==> config.mk <==
export PLATFORM = sky130hd
export DESIGN_NAME = conv2d_read_arbiter
export DESIGN_NICKNAME = d
export VERILOG_FILES = /design/src/rtl/conv2d_read_arbiter_pkg.sv /design/src/rtl/rr_priority_pick.sv /design/src/rtl/conv2d_read_arbiter.sv
export SDC_FILE = /design/constraint.sdc
export NUM_CORES = 1
export LEC_CHECK = 0
export CAP_MARGIN = 10
export CORE_MARGIN = 1.5
export CORE_UTILIZATION = 37
export CTS_CLUSTER_DIAMETER = 50
export CTS_CLUSTER_SIZE = 30
export DETAILED_ROUTE_END_ITERATION = 8
export PLACE_DENSITY = 0.81
export SLEW_MARGIN = 20
export SYNTH_ARGS = -nofsm -noshare
export SYNTH_HDL_FRONTEND = slang
export SYNTH_SLANG_ARGS = --single-unit
==> constraint.sdc <==
create_clock -name clk -period 3.8 [get_ports clk]
set_input_delay 0.57 -clock clk [delete_from_list [all_inputs] [get_ports clk]]
set_output_delay 0.57 -clock clk [all_outputs]
set_load 0.005 [all_outputs]
==> src/rtl/conv2d_read_arbiter_pkg.sv <==
// Shared types and constants for the conv2D read-path arbiter.
package conv2d_read_arbiter_pkg;

    // Arbiter states; the encoding is fixed so debug tooling can decode it.
    typedef enum logic [1:0] {
        StIdle = 2'd0,
        StAddr = 2'd1,
        StData = 2'd2
    } arb_state_e;

    localparam int unsigned DefaultLwidth = 32;

    // Width of a client index; never narrower than one bit.
    function automatic int unsigned idx_width(input int unsigned n);
        return (n > 1) ? $clog2(n) : 1;
    endfunction

endpackage

==> src/rtl/rr_priority_pick.sv <==
// Combinational round-robin picker: first set request at or above ptr, wrapping to 0.
module rr_priority_pick
    import conv2d_read_arbiter_pkg::*;
#(
    parameter int unsigned NUM_REQ = 2,
    parameter int unsigned IDW     = idx_width(NUM_REQ)
) (
    input  logic [NUM_REQ-1:0] req,
    input  logic [IDW-1:0]     ptr,
    output logic [NUM_REQ-1:0] gnt,
    output logic [IDW-1:0]     idx,
    output logic               any_valid
);

    // Two passes: the upper segment [ptr, NUM_REQ) first, then the wrapped segment [0, ptr).
    always_comb begin
        idx       = '0;
        any_valid = 1'b0;
        for (int c = 0; c < NUM_REQ; c++) begin
            if (!any_valid && req[c] && (c >= int'(ptr))) begin
                any_valid = 1'b1;
                idx       = IDW'(c);
            end
        end
        // Reached only if nothing at or above ptr was requesting.
        for (int c = 0; c < NUM_REQ; c++) begin
            if (!any_valid && req[c]) begin
                any_valid = 1'b1;
                idx       = IDW'(c);
            end
        end
    end

    // One-hot form of the chosen index.
    always_comb begin
        gnt = '0;
        for (int c = 0; c < NUM_REQ; c++) begin
            gnt[c] = any_valid && (idx == IDW'(c));
        end
    end

endmodule

==> src/rtl/conv2d_read_arbiter.sv <==
// Round-robin arbiter sharing one io_mem read path (address + data) among NUM_REQ engines.
// One burst is outstanding at a time and stays locked to its owner until the last beat.
module conv2d_read_arbiter
    import conv2d_read_arbiter_pkg::*;
#(
    parameter int unsigned NUM_REQ = 2,
    parameter int unsigned AWIDTH  = 32,
    parameter int unsigned DWIDTH  = 32,
    parameter int unsigned LWIDTH  = DefaultLwidth
) (
    input  logic                        clk,
    input  logic                        rst,
    // Client side
    input  logic [NUM_REQ*AWIDTH-1:0]   cli_read_addr,
    input  logic [NUM_REQ-1:0]          cli_read_addr_valid,
    output logic [NUM_REQ-1:0]          cli_read_addr_ready,
    input  logic [NUM_REQ*LWIDTH-1:0]   cli_read_len,
    output logic [DWIDTH-1:0]           cli_rdata,
    output logic [NUM_REQ-1:0]          cli_rdata_valid,
    input  logic [NUM_REQ-1:0]          cli_rdata_ready,
    // Memory side
    output logic [AWIDTH-1:0]           req_read_addr,
    output logic                        req_read_addr_valid,
    input  logic                        req_read_addr_ready,
    output logic [LWIDTH-1:0]           req_read_len,
    input  logic [DWIDTH-1:0]           rdata,
    input  logic                        rdata_valid,
    output logic                        rdata_ready,
    // Status
    output logic [idx_width(NUM_REQ)-1:0] grant_id,
    output logic                        busy
);

    localparam int unsigned IDW = idx_width(NUM_REQ);

    arb_state_e         state_q, state_d;
    logic [IDW-1:0]     owner_q, owner_d;
    logic [IDW-1:0]     rr_ptr_q, rr_ptr_d;
    logic [AWIDTH-1:0]  addr_q, addr_d;
    logic [LWIDTH-1:0]  len_q, len_d;
    logic [LWIDTH-1:0]  beat_cnt_q, beat_cnt_d;

    logic [NUM_REQ-1:0] pick_gnt;
    logic [IDW-1:0]     pick_idx;
    logic               pick_any;

    logic [AWIDTH-1:0]  win_addr;
    logic [LWIDTH-1:0]  win_len;
    logic [IDW-1:0]     next_ptr;
    logic               in_idle;
    logic               in_data;
    logic               data_fire;

    rr_priority_pick #(
        .NUM_REQ (NUM_REQ),
        .IDW     (IDW)
    ) u_pick (
        .req       (cli_read_addr_valid),
        .ptr       (rr_ptr_q),
        .gnt       (pick_gnt),
        .idx       (pick_idx),
        .any_valid (pick_any)
    );

    // Select the winning client's address and length.
    always_comb begin
        win_addr = '0;
        win_len  = '0;
        for (int k = 0; k < NUM_REQ; k++) begin
            if (pick_gnt[k]) begin
                win_addr = cli_read_addr[k*AWIDTH +: AWIDTH];
                win_len  = cli_read_len[k*LWIDTH +: LWIDTH];
            end
        end
    end

    // Pointer moves just past the owner once its burst completes.
    always_comb begin
        next_ptr = (owner_q == IDW'(NUM_REQ - 1)) ? '0 : owner_q + IDW'(1);
    end

    // Decoded state flags and data-beat handshake.
    always_comb begin
        in_idle   = (state_q == StIdle);
        in_data   = (state_q == StData);
        data_fire = in_data && rdata_valid && cli_rdata_ready[owner_q];
    end

    // Next-state logic for the burst FSM and its bookkeeping registers.
    always_comb begin
        state_d    = state_q;
        owner_d    = owner_q;
        rr_ptr_d   = rr_ptr_q;
        addr_d     = addr_q;
        len_d      = len_q;
        beat_cnt_d = beat_cnt_q;
        unique case (state_q)
            StIdle: begin
                // The winner always has valid set, so a pick is also a handshake.
                if (pick_any) begin
                    addr_d     = win_addr;
                    len_d      = win_len;
                    owner_d    = pick_idx;
                    beat_cnt_d = '0;
                    state_d    = StAddr;
                end
            end
            StAddr: begin
                if (req_read_addr_ready) begin
                    if (len_q != '0) begin
                        state_d = StData;
                    end else begin
                        // Zero-length burst: no data phase at all.
                        state_d  = StIdle;
                        rr_ptr_d = next_ptr;
                    end
                end
            end
            StData: begin
                if (data_fire) begin
                    beat_cnt_d = beat_cnt_q + LWIDTH'(1);
                    if (beat_cnt_q == len_q - LWIDTH'(1)) begin
                        state_d  = StIdle;
                        rr_ptr_d = next_ptr;
                    end
                end
            end
            default: begin
                state_d = StIdle;
            end
        endcase
    end

    // State and bookkeeping registers; reset abandons any burst in flight.
    always_ff @(posedge clk or negedge rst) begin
        if (!rst) begin
            state_q    <= StIdle;
            owner_q    <= '0;
            rr_ptr_q   <= '0;
            addr_q     <= '0;
            len_q      <= '0;
            beat_cnt_q <= '0;
        end else begin
            state_q    <= state_d;
            owner_q    <= owner_d;
            rr_ptr_q   <= rr_ptr_d;
            addr_q     <= addr_d;
            len_q      <= len_d;
            beat_cnt_q <= beat_cnt_d;
        end
    end

    // Client address accept; gated by rst so nothing is granted while reset is held.
    always_comb begin
        cli_read_addr_ready = pick_gnt & {NUM_REQ{rst && in_idle}};
    end

    // Memory address channel is driven straight from registers.
    always_comb begin
        req_read_addr       = addr_q;
        req_read_len        = len_q;
        req_read_addr_valid = (state_q == StAddr);
    end

    // Data passthrough toward the owner only; memory is held off outside the data phase.
    always_comb begin
        cli_rdata       = in_data ? rdata : '0;
        rdata_ready     = in_data && cli_rdata_ready[owner_q];
        cli_rdata_valid = '0;
        for (int k = 0; k < NUM_REQ; k++) begin
            cli_rdata_valid[k] = in_data && rdata_valid && (owner_q == IDW'(k));
        end
    end

    // Status outputs.
    always_comb begin
        busy     = !in_idle;
        grant_id = in_idle ? '0 : owner_q;
    end

endmodule

# == Yosys cells after proc, flatten, opt, wreduce, memory -nomap -nowiden ==
# Cells that the tools add are included.
# totals
word_cells,76
out_inout_bits,104
reg_bits,100
# op_classes
bitwise,3
n_addsub,3
magnitude_cmp,2
n_mux,30
n_eq_ne,8
reduce_logical,24
# ops
cell,n
two-way mux 32 bit,7
case mux 32 bit (2 select lines),1
"adder 32 x 1 -> 32 bit, second input constant",1
equality test 32 bit,1
nonzero test 32 bit,1
"subtractor 32 x 1 -> 32 bit, second input constant",1
two-way mux 1 bit,15
logical AND 1 bit,12
two-way mux 2 bit,5
"inequality test 2 x 1 -> 1 bit, second input constant",4
case mux 2 bit (3 select lines),1
AND reduction 5 bit,1
logical NOT 1 bit,4
AND reduction 4 bit,1
nonzero test 2 bit,2
AND reduction 3 bit,1
AND 2 bit,1
"equality test 2 x 1 -> 1 bit, second input constant",1
"equality test 2 bit, second input constant",1
logical NOT 2 bit,1
"less-than comparator 1 x 2 -> 1 bit, second input constant",1
"inequality test 2 bit, second input constant",1
NOT 1 bit,2
case mux 1 bit (2 select lines),1
3 further kinds,3

# == Logic depth before layout (Yosys ltp) ==
# depth
word_depth,16
depth_mapped,10

# == By module ==
# Synthesis repeated with hierarchy kept, for this count alone.
# unflattened
hier_cells,684
hier_area_um2,5982.0
# modules_own_cells
mod,seq_area_each_um2,n_inst,area_per_inst_um2,cells_each
conv2d_read_arbiter,2502.4,1,5949.5,679
rr_priority_pick,0.0,1,32.5,5

# == Worst setup path before layout ==
# OpenSTA, ideal clock, no wires.
# synth_path
kind,register to register
from,"register len_q[7], in the netlist req_read_len[7]"
to,register state_q[1]
path_stages_with_launch,10
path_slack_ps,902
path_buffers,1
setup_ps,127
arrival_time_ps,2771
required_time_ps,3673
period_less_slack_ps,2898
cell_sequence,dfrtp_1 -> buf_2 -> nor4_4 -> nand4_1 -> or4_1 -> a2111oi_2 -> o22ai_1 -> a2111o_1 -> a2111oi_2 -> o21ai_1
# synth_via
elab_chain_cells,4
word_cells_on_any_way,8
classes_between,add/sub (1); eq/ne (2); mux (3); reduce/logical (2)
# synth_rtl
item,line_no,source
"start, declared",conv2d_read_arbiter.sv:40,"logic [LWIDTH-1:0] len_q, len_d;"
"start signal, assigned",conv2d_read_arbiter.sv:148,len_q <= len_d;
subtractor 32 x 1 -> 32 bit / nonzero test 32 bit (equally long branches),"conv2d_read_arbiter.sv:122, conv2d_read_arbiter.sv:110",
equality test 32 bit / two-way mux 2 bit (equally long branches),"conv2d_read_arbiter.sv:122, conv2d_read_arbiter.sv:110",
inequality test 2 x 1 -> 1 bit (no source line) / two-way mux 2 bit (equally long branches),-,
AND reduction 4 bit (no source line) / case mux 2 bit (3 select lines) (equally long branches),-,
"end signal, assigned",conv2d_read_arbiter.sv:137,state_q <= StIdle;
"end signal, assigned",conv2d_read_arbiter.sv:144,state_q <= state_d;
"end, declared",conv2d_read_arbiter.sv:36,"arb_state_e state_q, state_d;"
# Parallel ways exist; a longest one is shown, timed or not. The select of a mux whose other input is x is not followed.
# A chain may end at the register's enable or synchronous reset.

# == Worst setup path after layout ==
# layout_path
from,"register len_q[2], in the netlist req_read_len[2]"
to,register rr_ptr_q
# layout_via
elab_chain_cells,4
word_cells_on_any_way,6
classes_between,add/sub (1); eq/ne (3); reduce/logical (2)
# layout_rtl
item,line_no,source
subtractor 32 x 1 -> 32 bit,conv2d_read_arbiter.sv:122,if (beat_cnt_q == len_q - LWIDTH'(1)) begin
equality test 32 bit,conv2d_read_arbiter.sv:122,
inequality test 2 x 1 -> 1 bit (no source line),-,
AND reduction 5 bit (no source line) (*),-,
"end signal, assigned",conv2d_read_arbiter.sv:146,rr_ptr_q <= rr_ptr_d;
"end, declared",conv2d_read_arbiter.sv:38,"logic [IDW-1:0] rr_ptr_q, rr_ptr_d;"
# Every way passes the cells marked *; elsewhere a longest branch is shown, timed or not.

==> reports/metrics.cfg <==
[sta]
fin_setup_tns_ns=0
fmax_ghz=0.2982
setup_violations=0
finClkSkew_ns=0.009544
hold_viol=0
maxSlewViolCount=0
holdWs_ns=0.1617
fin_crit_sh=0.8824
min_period_ns=3.353
worst_pin_slew_ns=0.9645
finalWorstSetupSlack_ns=0.4469
rsz0062_at_grt=false
slew_headroom=0.3541

[final_layout]
drive_gt1_frac=0.04716
diodes=0
final_common_cell=clkdlybuf4s50_1
fin_util=0.5832
layout_common_cells=clkdlybuf4s50_1, nor2_1, dfrtp_1
area_growth_pct=54.07
final_cell_area_mm2=0.009230
stdcell_count=1149
fill_cells=1372
nets=1099

[floorplan]
start_util=0.3785
die_h_um=130.2
die_w_um=130.2
ios=272
fp.coreArea_mm2=0.01583
num_rows=46
die_area_mm2=0.01696

[clocking]
cts_root_buf=clkbuf_16
cts_hold_buf=0
clock-sinks=100
cts_max_level=3
clk_path_buf_depth=2
cts_resized=0
insertion_delay_ns=0.35
tritoncts=built
cts_setup_buffers=0
cts-buffers-inserted=9
clk_pin_slew_worst_paths_ns=0.07

[grt]
grt_max_degree=70
grt_pass1_wl_um=32780
antenna_found_initial=0
grt_use_total=0.2529
grt_overflow=0
grt_pass1_vias=6032

[drt]
drt_pass1_iterations=6
wl_per_cell_um=18.74
vias_per_cell=5.508
drtIter0Drc=537
num_vias=6329
wirelength_um=21530
drc=0
ant_nets=0

[min_path]
hp-class=primary input to async pin

[critical_path]
crit_top_cell=nand4_1
cp.depth=8
crit_path_end_kind=register
cp.arrival_ns=3.63
r2r_slack_ns=0.45
slowest_stage=or4_1
critPathCapture=rr_ptr_q$_DFFE_PN0P_
r2r_end=rr_ptr_q$_DFFE_PN0P_
start_kind=register
crit_type=register to register
critPathRequiredTime_ns=4.08
critical_path.max_fanout=8
critPathTopFamily=simple AND/OR/NAND/NOR gates
critPathMaxStageDelay_ns=0.58
r2r_cells=8
r2r-start=req_read_len[2]$_DFFE_PN0P_
worst-path-buf-inv=0
critPathLaunch=req_read_len[2]$_DFFE_PN0P_
worstPathCellList=nor3_1 -> nand4_1 -> or4_1 -> a211o_1 -> a211oi_1 -> nand4_1 -> o21ai_0 -> mux2i_1

[yosys]
synth_warnings=0
ys.flop_type=dfrtp_1
async_reset_ff_frac=1.000
synthDistinctLibCells=58
synth_edf_count=0
syn-cell-area_mm2=0.005991
postSynthAreaPerCell_um2=8.888
syn_nets=845
ys_ff_latch=100
yosysSeqAreaShare=0.4177
synthCells=674

[placement]
portBuffers=271
gp_congestion=0.9405
dp.cells=1133
placed_cell_area_mm2=0.008941
place_ws_ns=0.5594
hpwl_um=16550

[power_and_ir_drop]
p_leak_nw=3.731
total_power_mw=5.749
ir_worst_vdd_uv=381.2
power.density_mw_per_mm2=622.9

[run]
cap_violations=0

[outcome]
status=finished clean

## report_power, final
group	leakage, nW	total (mW)	internal [mW]	switching, mW
Combinational	2.34	2.86	1.54	1.32
Sequential	1.25	1.98	1.43	0.541
Clock	0.142	0.914	0.490	0.424
Total	3.73	5.75	3.46	2.29
## kinds of logic after synthesis
family,synth area share
flops,0.4177
simple gates,0.2469
xor+xnor,0.09064
buf+inv,0.05555
mux,0.006892
fa+ha+maj,0.006266
compound gates,0.1761
## worst register-to-register path, cell delays in order, from the launching register on
cell and delay, ns:
dfrtp_1 0.47, nor3_1 0.55, nand4_1 0.44, or4_1 0.59
a211o_1 0.34, a211oi_1 0.31, nand4_1 0.12, o21ai_0 0.25
mux2i_1 0.21
## layout make-up
cell class / count / area (µm²) / share of cell area
clock buffers: 13 / 260.3 / 0.02820
well taps: 216 / 270.3 / 0.02928
clock inverters: 3 / 28.78 / 0.003118
flip-flops and latches: 100 / 2502 / 0.2711
inverters: 46 / 172.7 / 0.01871
repair buffers: 285 / 2815 / 0.3050
multi-input cells: 486 / 3181 / 0.3446
## synthesized netlist by cell type, types with 4 or more instances
| cell | n | share of area |
|---|---|---|
| nor2_1 | 111 | 0.070 |
| dfrtp_1 | 100 | 0.42 |
| inv_1 | 46 | 0.029 |
| clkbuf_1 | 39 | 0.024 |
| and2_1 | 36 | 0.038 |
| a222oi_1 | 33 | 0.055 |
| a221oi_1 | 32 | 0.047 |
| xnor2_1 | 31 | 0.045 |
| xor2_1 | 31 | 0.045 |
| nand2_1 | 28 | 0.018 |
| nand3_1 | 23 | 0.019 |
| nor3_1 | 17 | 0.014 |
| o21ai_0 | 14 | 0.012 |
| a21oi_1 | 12 | 0.010 |
| nand4_1 | 11 | 0.011 |
| or3_1 | 11 | 0.011 |
| nor4_1 | 10 | 0.010 |
| and3_1 | 8 | 0.0084 |
| and4_1 | 6 | 0.0088 |
| nor2b_1 | 6 | 0.0063 |
| a211oi_1 | 5 | 0.0063 |
| a31oi_1 | 5 | 0.0052 |
| or4_1 | 4 | 0.0050 |
## layer usage
layer  wire (µm)  part of all wire  up-vias  global-route usage
met3        1511             0.070       42             0.06478
met2       10660              0.50      285              0.4096
met5           0                 0        -                   0
met1        8822              0.41     3046              0.3308
met4         533             0.025        0             0.08235
li1            -                 -     2956                   -
## how the worst min path moves through the flow
stage,from,end,slack [ns],cells after the start
after detailed placement,req_read_addr[7]$_DFFE_PN0P_,req_read_addr[7]$_DFFE_PN0P_,0.48,2
after global routing,rst,beat_cnt_q[10]$_DFFE_PN0P_,0.17,1
after global placement,req_read_addr[24]$_DFFE_PN0P_,req_read_addr[24]$_DFFE_PN0P_,0.48,2
after floorplan,rst,beat_cnt_q[0]$_DFFE_PN0P_,0.27,0
final,rst,beat_cnt_q[5]$_DFFE_PN0P_,0.16,1
after CTS,rst,beat_cnt_q[5]$_DFFE_PN0P_,0.17,1
## flip-flops by register name, indices dropped and copies added (netlist names)
name           count
beat_cnt_q        32
owner_q            1
req_read_addr     32
req_read_len      32
rr_ptr_q           1
state_q            2
(Power assumes the default switching activity.)
